==> src/rtl/dilithium_pkg.sv <==
// rtl/dilithium_pkg.sv - shared constants and state type for the polynomial I/O path
package dilithium_pkg;

    localparam int COEFF_W = 24;
    localparam int LANES   = 4;
    localparam int WORDS   = 64;

    localparam logic [23:0] Q = 24'd8380417;

    typedef enum logic [1:0] {
        ST_IDLE,
        ST_LOAD,
        ST_UNLOAD,
        ST_FINISH
    } poly_io_state_t;

endpackage

==> src/rtl/coeff_lane_mux.sv <==
// rtl/coeff_lane_mux.sv - lane select (unpack) and lane replace (pack) on one BRAM word
module coeff_lane_mux #(
    parameter int COEFF_W = 24,
    parameter int LANES   = 4
) (
    input  logic [COEFF_W*LANES-1:0]   word_i,
    input  logic [$clog2(LANES)-1:0]   sel_i,
    input  logic [COEFF_W-1:0]         ins_i,
    output logic [COEFF_W-1:0]         lane_o,
    output logic [COEFF_W*LANES-1:0]   word_o
);

    always_comb begin
        lane_o = word_i[int'(sel_i)*COEFF_W +: COEFF_W];
        word_o = word_i;
        word_o[int'(sel_i)*COEFF_W +: COEFF_W] = ins_i;
    end

endmodule

==> src/rtl/poly_io_unit.sv <==
// rtl/poly_io_unit.sv - polynomial stream<->BRAM mover; POLY_IO_REDUCE_EN adds input reduction mod Q
module poly_io_unit #(
    parameter int COEFF_W = dilithium_pkg::COEFF_W,
    parameter int LANES   = dilithium_pkg::LANES,
    parameter int WORDS   = dilithium_pkg::WORDS
) (
    input  logic                       clk,
    input  logic                       rst_n,
    input  logic                       start,
    input  logic                       dir,
    output logic                       busy,
    output logic                       done,
    input  logic                       s_valid,
    output logic                       s_ready,
    input  logic [COEFF_W-1:0]         s_data,
    output logic                       m_valid,
    input  logic                       m_ready,
    output logic [COEFF_W-1:0]         m_data,
    output logic                       m_last,
    output logic [$clog2(WORDS)-1:0]   addra,
    input  logic [COEFF_W*LANES-1:0]   doa,
    output logic [$clog2(WORDS)-1:0]   addrb,
    output logic                       web,
    output logic [COEFF_W*LANES-1:0]   dib
);
    import dilithium_pkg::*;

    localparam int AW = $clog2(WORDS);
    localparam int LW = $clog2(LANES);
    localparam int DW = COEFF_W * LANES;
    localparam logic [AW-1:0] LAST_WORD = AW'(WORDS - 1);
    localparam logic [LW-1:0] LAST_LANE = LW'(LANES - 1);

    poly_io_state_t state_q, state_d;
    logic [AW-1:0]  word_q, word_d;
    logic [AW-1:0]  raddr_q, raddr_d;
    logic [LW-1:0]  lane_q, lane_d;
    logic [DW-1:0]  data_q, data_d;
    logic           wr_q, wr_d;
    logic           prime_q, prime_d;
    logic           full_q, full_d;

    logic [COEFF_W-1:0] s_coeff;
    logic [COEFF_W-1:0] lane_sel;
    logic [DW-1:0]      data_ins;

    always_comb begin
        s_coeff = s_data;
`ifdef POLY_IO_REDUCE_EN
        if (s_data >= Q) begin
            s_coeff = s_data - Q;
        end
`endif
    end

    // data_q is the lane assembly register in LOAD and the unpack word register in UNLOAD
    coeff_lane_mux #(
        .COEFF_W (COEFF_W),
        .LANES   (LANES)
    ) u_lane_mux (
        .word_i (data_q),
        .sel_i  (lane_q),
        .ins_i  (s_coeff),
        .lane_o (lane_sel),
        .word_o (data_ins)
    );

    assign busy    = (state_q == ST_LOAD) || (state_q == ST_UNLOAD);
    assign done    = (state_q == ST_FINISH);
    assign s_ready = (state_q == ST_LOAD) && !(wr_q && (word_q == LAST_WORD));
    assign m_valid = (state_q == ST_UNLOAD) && full_q;
    assign m_data  = m_valid ? lane_sel : '0;
    assign m_last  = m_valid && (word_q == LAST_WORD) && (lane_q == LAST_LANE);
    assign addra   = (state_q == ST_UNLOAD) ? raddr_q : '0;
    assign web     = wr_q;
    assign addrb   = wr_q ? word_q : '0;
    assign dib     = wr_q ? data_q : '0;

    always_comb begin
        state_d = state_q;
        word_d  = word_q;
        raddr_d = raddr_q;
        lane_d  = lane_q;
        data_d  = data_q;
        wr_d    = 1'b0;
        prime_d = prime_q;
        full_d  = full_q;
        case (state_q)
            ST_IDLE: begin
                if (start) begin
                    state_d = dir ? ST_UNLOAD : ST_LOAD;
                    word_d  = '0;
                    raddr_d = '0;
                    lane_d  = '0;
                    prime_d = 1'b0;
                    full_d  = 1'b0;
                end
            end
            ST_LOAD: begin
                if (wr_q) begin
                    word_d = word_q + 1'b1;
                    if (word_q == LAST_WORD) begin
                        state_d = ST_FINISH;
                    end
                end
                if (s_valid && s_ready) begin
                    data_d = data_ins;
                    lane_d = lane_q + 1'b1;
                    if (lane_q == LAST_LANE) begin
                        wr_d = 1'b1;
                    end
                end
            end
            ST_UNLOAD: begin
                // Two priming cycles: issue address 0, then capture word 0 while address 1 is read
                if (!full_q) begin
                    if (!prime_q) begin
                        prime_d = 1'b1;
                        raddr_d = raddr_q + 1'b1;
                    end else begin
                        data_d = doa;
                        full_d = 1'b1;
                    end
                end else if (m_ready) begin
                    lane_d = lane_q + 1'b1;
                    if (lane_q == LAST_LANE) begin
                        if (word_q == LAST_WORD) begin
                            state_d = ST_FINISH;
                        end else begin
                            data_d  = doa;
                            word_d  = word_q + 1'b1;
                            raddr_d = raddr_q + 1'b1;
                        end
                    end
                end
            end
            ST_FINISH: begin
                state_d = ST_IDLE;
            end
            default: begin
                state_d = ST_IDLE;
            end
        endcase
    end

    always_ff @(posedge clk or negedge rst_n) begin
        if (!rst_n) begin
            state_q <= ST_IDLE;
            word_q  <= '0;
            raddr_q <= '0;
            lane_q  <= '0;
            data_q  <= '0;
            wr_q    <= 1'b0;
            prime_q <= 1'b0;
            full_q  <= 1'b0;
        end else begin
            state_q <= state_d;
            word_q  <= word_d;
            raddr_q <= raddr_d;
            lane_q  <= lane_d;
            data_q  <= data_d;
            wr_q    <= wr_d;
            prime_q <= prime_d;
            full_q  <= full_d;
        end
    end

endmodule

==> config.mk <==
export PLATFORM = sky130hd
export DESIGN_NAME = poly_io_unit
export DESIGN_NICKNAME = d
export VERILOG_FILES = /design/src/rtl/dilithium_pkg.sv /design/src/rtl/coeff_lane_mux.sv /design/src/rtl/poly_io_unit.sv
export SDC_FILE = /design/constraint.sdc
export NUM_CORES = 1
export LEC_CHECK = 0
export CAP_MARGIN = 10
export CORE_MARGIN = 4
export CORE_UTILIZATION = 35
export DETAILED_ROUTE_END_ITERATION = 7
export SLEW_MARGIN = 10
export SYNTH_ARGS = -nofsm -noshare
export SYNTH_HDL_FRONTEND = slang
export SYNTH_SLANG_ARGS = --single-unit
==> constraint.sdc <==
create_clock -name clk -period 3.6 [get_ports clk]
set_input_delay 0.72 -clock clk [delete_from_list [all_inputs] [get_ports clk]]
set_output_delay 0.72 -clock clk [all_outputs]
set_load 0.005 [all_outputs]
==> flow_metrics.tcl, run 1 <==
set metrics [dict create \
    finalCritPeriodShare_pct 91.4 \
    max_stage_delay_ns 0.52 \
    start_util_pct 35.5 \
    antenna_found_initial 1 \
    post-route-util_pct 50.9 \
    antenna_cells 0 \
    period_needed_ns 3.29 \
    syn_area_per_cell_um2 9.22 \
    reg2reg_depth 6 \
    vias 8124 \
    ys_seq_area_share_pct 35.9 \
    via_per_inst 5.81 \
    p_leak_nw 4.44 \
    initialDrtViolationCount 924 \
    dr.pass1.iters 7 \
    drive_gt1_share_pct 10.8 \
    die_area_mm2 0.0254 \
    wl_per_cell_um 24.4 \
    cts_setup_buffers 0 \
    ios 264 \
    clock_path_buffers 2 \
    core_area_mm2 0.0226 \
    cts_root_buf "clkbuf_16" \
    cap_violations 0 \
    cp-start-kind "register" \
    synth-async-reset-ratio_pct 100 \
    hp-class "input port to asynchronous set/reset pin" \
    area_growth_pct 43.3 \
    rsz0062_at_grt "no" \
    grt_overflow 0 \
    ant_nets 0 \
    rows 55 \
    cp-end-kind "output port" \
    place_hpwl_um 26000 \
    worst_ep_required_time_ns 2.88 \
    final_cells 1398 \
    gp_congestion 0.923 \
    die_x_um 159 \
    drv_slew 0 \
    ctsResizeCount 0 \
    fillers 2124 \
    postCtsHoldBufs 0 \
    grt_pass1_wl_um 51100 \
    drc_errors 0 \
    cts_tree "yes" \
    grt_pass1_vias 7897 \
    finalSetupTns_ns 0 \
    synth_fp_nets 1007 \
    die_h_um 159 \
    peakVddDrop_uv 369 \
    synth_cells 870 \
    tightest_slew_ns 1.07 \
    cts_made_buffers 17 \
    ys_ff_latch 115 \
    wl_um 34100 \
    synth-edff-count 0 \
    powerDensity_mw_per_mm2 785 \
    clock_latency_ns 0.43 \
    finalHoldViolCount 0 \
    port_buffers 263 \
    slowest_stage "clkdlybuf4s50_1" \
    report.power.total_mw 9.02 \
    yosys_warnings 0 \
    status "finished, final reports clean" \
    fmax_ghz 0.304 \
    crit_chain "inv_1 > ha_4 > and2_4 > and2_1 > clkdlybuf4s50_1" \
    grt_max_degree 51 \
    path_class "register to output port" \
    fin_skew_ns 0.00950 \
    nets 1237 \
    synthesis.area_mm2 0.00802 \
    dp.cells 1366 \
    slew_headroom_pct 28.4 \
    cp_max_fo 30 \
    cts_max_level 4 \
    cts_num_sinks 115 \
    synth.distinct_cells 64 \
    track_usage_pct 26.2 \
    synth_ff_type "dfrtp_1" \
    setup_violations 0 \
    cp.arrival_ns 2.57 \
    clk_pin_slew_ns 0.06 \
]
==> final cells by class <==
| class | instances | area [um^2] | area share, % |
|---|---|---|---|
| clock inverter | 13 | 184 | 1.60 |
| inverter | 15 | 56.3 | 0.490 |
| sequential | 115 | 2880 | 25.1 |
| clock buffer | 19 | 443 | 3.85 |
| tap | 285 | 357 | 3.10 |
| timing repair buffer | 288 | 2830 | 24.6 |
| multi-input combinational | 663 | 4740 | 41.3 |
==> cell usage after synthesis, types with 2 or more instances <==
cell type	number	share of area [%]
nor2b_1	8	0.62
nand3_1	14	0.87
o32a_1	6	0.75
o21ai_0	28	1.7
and2_1	133	10
and4_1	2	0.22
buf_2	34	2.1
clkbuf_1	32	1.5
a211oi_1	8	0.75
o211ai_1	2	0.19
a222oi_1	8	1.0
buf_4	3	0.28
nand2_1	49	2.3
mux4_2	24	6.7
o221a_2	8	1.1
a21o_1	10	0.94
a21oi_1	80	5.0
a32oi_1	2	0.22
a31oi_1	2	0.16
a211oi_2	3	0.47
a22oi_1	55	5.1
nor3_1	6	0.37
nand4_1	5	0.39
nand2b_1	6	0.47
inv_1	15	0.70
o31a_1	8	0.87
mux2i_1	22	2.7
and3_1	4	0.31
dfrtp_1	115	36
nor2_1	78	3.6
o21ai_2	3	0.33
nor4bb_1	2	0.25
mux2_2	8	1.1
o2bb2ai_1	24	2.6
ha_1	11	1.7
a22o_1	16	1.7
buf_6	4	0.56
buf_1	4	0.19
nor2_2	2	0.16
o21a_1	2	0.19
==> final timing paths <==
kind                             from          to  slack [ns]
max in group asynchronous       rst_n   data_q[9]        2.45
min reg2reg                data_q[67]  data_q[67]        0.51
max reg2reg                 lane_q[0]  data_q[30]        0.50
max                        state_q[0]   m_data[6]        0.31
min in group clk           data_q[67]  data_q[67]        0.51
min                             rst_n  raddr_q[4]        0.34
==> layer usage <==
| metal | share of wire [%] | track usage (%) |
|---|---|---|
| met2 | 46 | 40.8 |
| met5 | 0.059 | 0 |
| met3 | 7.4 | 5.36 |
| met1 | 44 | 36.6 |
| met4 | 2.8 | 8.40 |
==> cells in the final DEF, fill, tap and decap left out, types with 8 or more instances in the layout <==
cell / n
o21ai_0: 28
nand2_1: 49
a21o_1: 10
clkdlybuf4s50_1: 262
nor2_1: 78
mux2i_1: 22
o2bb2ai_1: 24
nor2b_1: 8
inv_1: 15
o221a_2: 8
a211oi_1: 8
a22oi_1: 55
a222oi_1: 8
ha_1: 10
mux2_2: 8
and2_1: 133
buf_4: 25
a21oi_1: 80
o31a_1: 8
dfrtp_1: 113
nand3_1: 14
clkbuf_16: 17
mux4_2: 24
a22o_1: 16
==> power by group <==
group / internal, mW / switching [mW]
combinational: 1.94 / 2.59
sequential: 1.90 / 0.751
clock: 1.17 / 0.659
total: 5.02 / 4.00
==> kinds of logic after synthesis <==
| logic type | after synthesis | synth area share [%] |
|---|---|---|
| simple gates | 319 | 21.2 |
| buf+inv | 92 | 5.35 |
| compound gates | 279 | 25.3 |
| fa+ha+maj | 11 | 1.72 |
| flops | 115 | 35.9 |
| mux | 54 | 10.6 |
==> metrics by stage <==
step,hold WS (ns),cell area (um^2),setup WS (ns)
after detailed placement,0.494,10900,0.489
final,0.338,11500,0.311
after floorplan,0.424,8020,0.918
after global placement,0.488,10900,0.486
after CTS,0.367,11500,0.294
after global routing,0.380,11500,0.190
==> flip-flops by register name, indices dropped and copies added, names as in the netlist <==
signal / count
full_q: 1
lane_q: 2
web: 1
word_q: 6
data_q: 96
prime_q: 1
raddr_q: 6
state_q: 2
==> worst max-delay path, delay by kind of cell (launching register included) <==
kind / cells / cell delay [ns]
buf+inv: 2 / 0.66
flops: 1 / 0.40
simple gates: 2 / 0.65
fa+ha+maj: 1 / 0.43
Power figures use the tool's default switching activity.
==> run 2: changes to the inputs <==
--- a/config.mk
+++ b/config.mk
@@ -5,10 +5,10 @@
 export SDC_FILE = /design/constraint.sdc
 export NUM_CORES = 1
 export LEC_CHECK = 0
-export CAP_MARGIN = 10
 export CORE_MARGIN = 4
 export CORE_UTILIZATION = 35
 export DETAILED_ROUTE_END_ITERATION = 7
+export HOLD_SLACK_MARGIN = 0.08
 export SLEW_MARGIN = 10
 export SYNTH_ARGS = -nofsm -noshare
 export SYNTH_HDL_FRONTEND = slang
==> results of run 2 <==
No change in the layout: final DEF, timing and power equal those of run 1.
==> run 3: changes to the inputs <==
--- a/config.mk
+++ b/config.mk
@@ -7,6 +7,7 @@
 export LEC_CHECK = 0
 export CORE_MARGIN = 4
 export CORE_UTILIZATION = 35
+export CTS_CLUSTER_DIAMETER = 80
 export DETAILED_ROUTE_END_ITERATION = 7
 export HOLD_SLACK_MARGIN = 0.08
 export SLEW_MARGIN = 10
==> results of run 3 <==
No change in the layout: final DEF, timing and power equal those of run 1.
